===== src/rtl/toaplan2_snd_mixer.sv =====
// N-channel sound mixer: snapshot on CEN, serial 4.4 gain MAC (one channel per clock),
// output saturation and a click-free soft-mute ramp.
module toaplan2_snd_mixer #(
   parameter int unsigned NCH  = 4,
   parameter int unsigned W    = 16,
   parameter int unsigned WOUT = 16
) (
   input  logic                 CLK96,
   input  logic                 RESET96_N,
   input  logic                 CEN,
   input  logic [NCH*W-1:0]     CH_IN,
   input  logic [NCH*8-1:0]     GAIN,
   input  logic                 MUTE,
   input  logic                 PEAK_CLR,
   output logic [WOUT-1:0]      MIXED,
   output logic                 SAMPLE,
   output logic                 BUSY,
   output logic                 PEAK,
   output logic                 OVERRUN
);

   localparam int unsigned ACCW = W + 9 + $clog2(NCH) + 1;
   localparam int unsigned IDXW = (NCH > 1) ? $clog2(NCH) : 1;
   localparam int unsigned PW   = W + 9;
   localparam int unsigned MW   = WOUT + 6;

   localparam logic signed [ACCW-1:0] SMAX = {{(ACCW-WOUT+1){1'b0}}, {(WOUT-1){1'b1}}};
   localparam logic signed [ACCW-1:0] SMIN = ~SMAX;

   typedef enum logic [1:0] {
      ST_IDLE  = 2'd0,
      ST_MAC   = 2'd1,
      ST_SCALE = 2'd2,
      ST_OUT   = 2'd3
   } state_t;

   state_t                  state_q, state_d;
   logic [IDXW-1:0]         idx_q, idx_d;
   logic signed [ACCW-1:0]  acc_q, acc_d;
   logic signed [W-1:0]     ch_snap_q [NCH];
   logic signed [W-1:0]     ch_snap_d [NCH];
   logic [7:0]              gain_snap_q [NCH];
   logic [7:0]              gain_snap_d [NCH];
   logic signed [WOUT-1:0]  m_q, m_d;
   logic [WOUT-1:0]         mixed_q, mixed_d;
   logic                    sample_q, sample_d;
   logic                    busy_q, busy_d;
   logic                    peak_q, peak_d;
   logic                    overrun_q, overrun_d;
   logic [4:0]              att_q, att_d;

   logic signed [PW-1:0]    prod_c;
   logic signed [ACCW-1:0]  s_c;
   logic signed [WOUT-1:0]  s_sat_c;
   logic                    clip_c;
   logic [4:0]              att_gain_c;
   logic signed [MW-1:0]    m_full_c;
   logic signed [WOUT-1:0]  m_c;

   // Datapath: current-channel product and the scale/saturate/ramp stage.
   always_comb begin
      prod_c     = ch_snap_q[idx_q] * $signed({1'b0, gain_snap_q[idx_q]});
      s_c        = acc_q >>> 4;
      clip_c     = 1'b0;
      s_sat_c    = WOUT'(s_c);
      if (s_c > SMAX) begin
         s_sat_c = WOUT'(SMAX);
         clip_c  = 1'b1;
      end else if (s_c < SMIN) begin
         s_sat_c = WOUT'(SMIN);
         clip_c  = 1'b1;
      end
      att_gain_c = 5'(5'd16 - att_q);
      m_full_c   = s_sat_c * $signed({1'b0, att_gain_c});
      m_c        = WOUT'(m_full_c >>> 4);
   end

   // Sequencer: BUSY stays high through the SAMPLE cycle, so the IDLE accept test uses busy_q.
   always_comb begin
      state_d     = state_q;
      idx_d       = idx_q;
      acc_d       = acc_q;
      ch_snap_d   = ch_snap_q;
      gain_snap_d = gain_snap_q;
      m_d         = m_q;
      mixed_d     = mixed_q;
      sample_d    = 1'b0;
      busy_d      = busy_q;
      peak_d      = peak_q;
      overrun_d   = overrun_q;
      att_d       = att_q;

      if (PEAK_CLR) begin
         peak_d    = 1'b0;
         overrun_d = 1'b0;
      end
      if (sample_q) begin
         busy_d = 1'b0;
      end
      if (CEN && busy_q) begin
         overrun_d = 1'b1;
      end

      unique case (state_q)
         ST_IDLE: begin
            if (CEN && !busy_q) begin
               for (int i = 0; i < NCH; i++) begin
                  ch_snap_d[i]   = CH_IN[i*W +: W];
                  gain_snap_d[i] = GAIN[i*8 +: 8];
               end
               acc_d   = '0;
               idx_d   = '0;
               busy_d  = 1'b1;
               state_d = ST_MAC;
            end
         end
         ST_MAC: begin
            acc_d = acc_q + ACCW'(prod_c);
            idx_d = idx_q + 1'b1;
            if (idx_q == IDXW'(NCH - 1)) begin
               state_d = ST_SCALE;
            end
         end
         ST_SCALE: begin
            m_d = m_c;
            if (clip_c) begin
               peak_d = 1'b1;
            end
            state_d = ST_OUT;
         end
         ST_OUT: begin
            mixed_d  = m_q;
            sample_d = 1'b1;
            if (MUTE && (att_q < 5'd16)) begin
               att_d = att_q + 5'd1;
            end else if (!MUTE && (att_q != 5'd0)) begin
               att_d = att_q - 5'd1;
            end
            state_d = ST_IDLE;
         end
         default: state_d = ST_IDLE;
      endcase
   end

   always_ff @(posedge CLK96 or negedge RESET96_N) begin
      if (!RESET96_N) begin
         state_q   <= ST_IDLE;
         idx_q     <= '0;
         acc_q     <= '0;
         for (int i = 0; i < NCH; i++) begin
            ch_snap_q[i]   <= '0;
            gain_snap_q[i] <= '0;
         end
         m_q       <= '0;
         mixed_q   <= '0;
         sample_q  <= 1'b0;
         busy_q    <= 1'b0;
         peak_q    <= 1'b0;
         overrun_q <= 1'b0;
         att_q     <= '0;
      end else begin
         state_q     <= state_d;
         idx_q       <= idx_d;
         acc_q       <= acc_d;
         ch_snap_q   <= ch_snap_d;
         gain_snap_q <= gain_snap_d;
         m_q         <= m_d;
         mixed_q     <= mixed_d;
         sample_q    <= sample_d;
         busy_q      <= busy_d;
         peak_q      <= peak_d;
         overrun_q   <= overrun_d;
         att_q       <= att_d;
      end
   end

   assign MIXED   = mixed_q;
   assign SAMPLE  = sample_q;
   assign BUSY    = busy_q;
   assign PEAK    = peak_q;
   assign OVERRUN = overrun_q;

endmodule


===== config.mk =====
export PLATFORM = sky130hd
export DESIGN_NAME = toaplan2_snd_mixer
export DESIGN_NICKNAME = d
export VERILOG_FILES = /design/src/rtl/toaplan2_snd_mixer.sv
export SDC_FILE = /design/constraint.sdc
export NUM_CORES = 1
export LEC_CHECK = 0
export ABC_AREA = 1
export CAP_MARGIN = 20
export CORE_MARGIN = 1
export CORE_UTILIZATION = 25
export CTS_CLUSTER_DIAMETER = 40
export DETAILED_ROUTE_END_ITERATION = 8
export DONT_BUFFER_PORTS = 1
export PLACE_DENSITY = 0.41
export SLEW_MARGIN = 40
export SYNTH_ARGS = -nofsm -noshare
export SYNTH_HDL_FRONTEND = slang
export SYNTH_SLANG_ARGS = --single-unit

===== constraint.sdc =====
create_clock -name CLK96 -period 12.5 [get_ports CLK96]
set_input_delay 0.625 -clock CLK96 [delete_from_list [all_inputs] [get_ports CLK96]]
set_output_delay 0.625 -clock CLK96 [all_outputs]
set_load 0.01 [all_outputs]

## After elaboration in Yosys (flattened, before gate mapping)

Cells that the tools add are included.
Widths: inputs -> output; s select.

| storage, ports and cells | value |
|---|---|
| input port bits | 101 |
| register bits | 169 |
| memories | 0 |
| output and inout port bits | 20 |
| bits in read-only memories | 0 |
| bits in latches | 0 |
| memory bits (writable) | 0 |

| operators by class | value |
|---|---|
| bitwise gates (word level) | 1 |
| add/subtract/negate cells | 5 |
| divide/modulo/power cells | 0 |
| eq/ne operators | 6 |
| reductions and logical operators | 15 |
| shift operators | 0 |
| $lt $le $gt $ge | 4 |
| mux-type cells | 28 |
| $mul | 2 |

Operators with widths:

| cell | number |
|---|---|
| $mux 16 | 4 |
| $pmux 28 s2 | 1 |
| $bmux 16 s2 | 1 |
| $add 28x25->28 | 1 |
| $mux 28 | 1 |
| $mul 16x9->25 | 1 |
| $gt 24x16->1 const B | 1 |
| $lt 24x16->1 const B | 1 |
| $mul 16x6->20 | 1 |
| $bmux 8 s2 | 1 |
| $mux 8 | 2 |
| $mux 1 | 11 |
| $mux 5 | 2 |
| $pmux 2 s4 | 1 |
| $reduce_and 2->1 | 4 |
| $eq 2x2->1 const B | 3 |
| $mux 2 | 3 |
| $reduce_bool 2->1 | 3 |
| $add 5x1->5 const B | 1 |
| $lt 5x5->1 const B | 1 |
| $reduce_bool 5->1 | 1 |
| $sub 5x1->5 const B | 1 |
| $sub 5x5->5 const A | 1 |
| $logic_and 1x1->1 | 4 |
| other kinds (8) | 10 |

## Longest topological paths before layout

| depth | value |
|---|---|
| depth in word-level cells | 7 |
| mapped depth | 28 |
| mapped depth without buffers | 26 |

## Worst setup path after synthesis

No wires, ideal clock.

| path | value |
|---|---|
| path kind | reg-to-reg |
| start point | register idx_q[0] |
| end point | register acc_q[26] |
| data required time | 12.368 ns |
| library setup time | 0.132 ns |
| path slack | 6.967 ns |
| stages on the path, launching flop included | 27 |
| period minus slack after synthesis | 5.533 ns |
| arrival time | 5.401 ns |
| cells stage by stage | dfrtp_1 > inv_2 > buf_2 > nand2_1 > a32oi_1 > inv_1 > clkbuf_1 > nor2_1 > fa_1 > inv_1 > fa_1 > fa_1 > inv_1 > fa_1 > inv_1 > fa_1 > inv_1 > ha_1 > nand2_1 > nor2_1 > nand4_1 > nor4_1 > nand2_1 > o211ai_1 > a21oi_1 > o21ai_0 > o21ai_0 |

| between the ends | value |
|---|---|
| longest elaborated chain between the ends | 7 |

Ends and longest elaborated chain:

| element | line | source |
|---|---|---|
| from (decl) | 38 | `logic [IDXW-1:0] idx_q, idx_d;` |
| from (signal assigned) | 163 | `idx_q <= idx_d;` |
| $not 2->3 (not written as such) * | 62 | `prod_c = ch_snap_q[idx_q] * $signed({1'b0, gain_snap_q[idx_q]});` |
| $bmux 16 s2 or $bmux 8 s2 (tied branches) | 62 |  |
| $mux 16 (not written as such) or $mux 8 (tied branches) (2 in a row) | 62 |  |
| $mul 16x9->25 * | 62 |  |
| $add 28x25->28 * | 118 | `acc_d = acc_q + ACCW'(prod_c);` |
| $pmux 28 s2 * | 104 | `unique case (state_q)` |
| to (signal assigned) | 149 | `acc_q <= '0;` |
| to (signal assigned) | 164 | `acc_q <= acc_d;` |
| to (decl) | 39 | `logic signed [ACCW-1:0] acc_q, acc_d;` |

Mark *: on every way between the ends. The rest lies on a longest branch, timed or not. The select of a mux whose other input is x is not followed.
A chain may end at the register's enable or synchronous reset.

## Worst setup path in the final report

| path | value |
|---|---|
| start point | register idx_q[1] |
| end point | register acc_q[22] |

The elaborated chain is that of the path after synthesis.

==> summary.txt <==
Floorplan
  – Die width: 252.7 µm
  – Starting density of the core: 0.2536
  – Die height: around 250 µm
  – Std-Cell Rows: slightly above 90
  – I/O Pins: 121
  – Std-Cell Core Area: around 62000 µm²
  – DIE AREA: about 64000 µm²

Critical path
  – Sum of buffers and inverters on the critical path: 7
  – Critical path's slowest cell: inv_2
  – Crit Path Max Fanout: 46
  – Slowest stage delay, CP: about 0.56 ns
  – Crit path kind: flip-flop to flip-flop
  – Worst path top cell family by delay: adder cells
  – Most frequent CP cell: inv_1
  – CP Capture Type: flip-flop
  – Setup crit start kind: flip-flop
  – Critical Path RT: approximately 13 ns
  – WP data arrival: about 7 ns

Detailed routing
  – WL/cell: roughly 14 µm
  – DR DRC count: 0
  – DR vias: 12050
  – Starting DRC count in detailed routing: ~450
  – Final ANT Viol Nets: 0
  – Pre-antenna DRT Iters: 5
  – Final wirelength: around 40000 µm
  – Via-per-instance ratio: approximately 4.3

Clock network
  – Clock Tree Buf Depth: 2
  – TritonCTS Buffers: 17
  – CTS Sinks: roughly 170
  – Worst-path clk slew: ~0.080 ns
  – Clock root buffer: clkbuf_16
  – Clk_lat worst skew: 0.48 ns
  – Postcts setup bufs: 0
  – Cts repair resizes: 0
  – H-tree levels: 4
  – TritonCTS clock tree: yes

Layout
  – Final core utilization: 0.2783
  – Final Non-Filler Cells: between 2000 and 3000
  – Commonest cells after routing, fill and taps aside: nand2_1, inv_1, nor2_1
  – Area Overhead vs Synth: 9.725%
  – Commonest non-fill, non-tap cell in the layout: nand2_1
  – Antenna diodes: 0
  – Share of post-route cells with drive strength above 1: 0.03758
  – Final nets: 2365

Place
  – Post-Place Cells: 2800
  – PortBufs: 0
  – RePlAce Congestion: roughly 0.86
  – Dpl hpwl: around 33000 µm

Synthesis
  – Seq/Total Area, Yosys: 0.2692
  – Mean post-synth cell area: slightly below 8 µm²
  – Largest area contributor in the netlist: dfrtp_1
  – Yosys cell types: 45
  – Synth top area share: 0.2692
  – Syn. warnings: 0
  – Syn nets: 2397
  – Synth Register Bits: roughly 170
  – Cell count after synthesis: 2016
  – Ranking of synthesized cells by area: dfrtp_1, fa_1, nand2_1, inv_1, ha_1
  – Synth Cell Area: between 15000 and 20000 µm²

STA
  – RSZ-0062 raised after global routing: no
  – Final worst path period share: 0.5330
  – Slew margin rel.: 0.4737
  – WHS: approximately 0.058 ns
  – Min cycle time layout: 6.663 ns
  – Finish-stage setup viols: 0
  – Worst slew pin tran: just under 0.8 ns
  – Max Clock Skew: 0.03813 ns
  – Peak Freq: approximately 150 MHz
  – Final Hold Fails: 0
  – Final setup TNS: 0 ns
  – Final Slew Violations: 0

GRT
  – GRT Total Usage: 0.1362
  – Initial antenna violation count: 0
  – First-pass GRT wire length: 68460 µm
  – Vias in the first global route: around 13000
  – Largest net degree at the start of global routing: between 150 and 200
  – Grt ovf: 0

Run status
  – Status: finished, final reports clean

Worst hold path
  – Hold WC Path Type: input pin to asynchronous set/reset pin

Run
  – Max-cap violations: 0
-- synth_stat cells, drive strengths merged --
master	count
o211ai	2
nor3	9
o21a	3
a21boi	2
and3	1
a32oi	21
dfrtp	169
a22o	2
o22ai	17
nor4	3
o21ai	77
a31oi	3
ha	105
o31ai	3
a21oi	83
xor2	11
fa	175
inv	367
nand4	11
xnor2	7
a21o	6
a31o	3
or2	6
clkinv	2
clkbuf	40
nand3	33
nand2b	1
o21bai	4
buf	21
nand2	621
a211oi	1
nor2	207
-- final cells by class --
| type | count | area [µm²] |
|---|---|---|
| clock inverters | 13 | 183.9 |
| clock buffers | 18 | 429.2 |
| well taps | 837 | 1047 |
| repair buffers | 10 | 116.4 |
| flip-flops and latches | 169 | 4229 |
| multi-input cells | 1417 | 9844 |
| fillers | 6860 | 44700 |
| inverters | 369 | 1386 |
-- cell families after synthesis --
group                    after synthesis  synth area share
AO/OA/AOI/OAI                        227           0.08610
XOR/XNOR                              18           0.01004
adder cells (fa/ha/maj)              280            0.3067
buffers and inverters                430            0.1047
flip-flops                           169            0.2692
AND/OR/NAND/NOR                      892            0.2233
-- stage by stage --
stage | setup WS, ns | instance area, µm²
after floorplan | 6.967 | 15710
after global placement | 5.708 | 16560
after detailed placement | 5.710 | 16560
after CTS | 5.716 | 17200
after global routing | 5.271 | 17240
final | 5.837 | 17240
-- state kept, by name, indices dropped and copies added (netlist names) --
| name | flops |
|---|---|
| SAMPLE | 1 |
| PEAK | 1 |
| OVERRUN | 1 |
| ch_snap_q | 64 |
| MIXED | 16 |
| m_q | 16 |
| att_q | 5 |
| idx_q | 2 |
| state_q | 2 |
| gain_snap_q | 32 |
| acc_q | 28 |
| BUSY | 1 |
-- repair_timing --
item / CTS / global route
endpoints found under the hold margin: 169 / 0
endpoints found under the setup margin: 0 / 0
hold buffers: 1 / 0
-- metal layers --
layer  vias up  track usage  wire length, µm
met5         -            0                0
met4         0      0.04970             1169
met3        41      0.02091             1035
met2       168       0.2286            19570
met1      5768       0.1761            19140
li1       6077            -                -
-- path summary, 6_finish.rpt --
check | startpoint | end | slack [ns] | cells past startpoint
max | idx_q[1]$_DFFE_PN0P_ | acc_q[22]$_DFFE_PN0P_ | 5.84 | 26
min | RESET96_N | att_q[4]$_DFFE_PN0P_ | 0.06 | 1
max reg2reg | idx_q[1]$_DFFE_PN0P_ | acc_q[22]$_DFFE_PN0P_ | 5.84 | 26
min reg2reg | ch_snap_q[35]$_DFFE_PN0P_ | ch_snap_q[35]$_DFFE_PN0P_ | 0.47 | 2
max in group asynchronous | RESET96_N | ch_snap_q[26]$_DFFE_PN0P_ | 11.54 | 2
min in group CLK96 | CH_IN[8] | ch_snap_q[56]$_DFFE_PN0P_ | 0.26 | 2
Power is not shown: default switching activity piles up to over one toggle a cycle in this logic, so the estimate is an artifact.
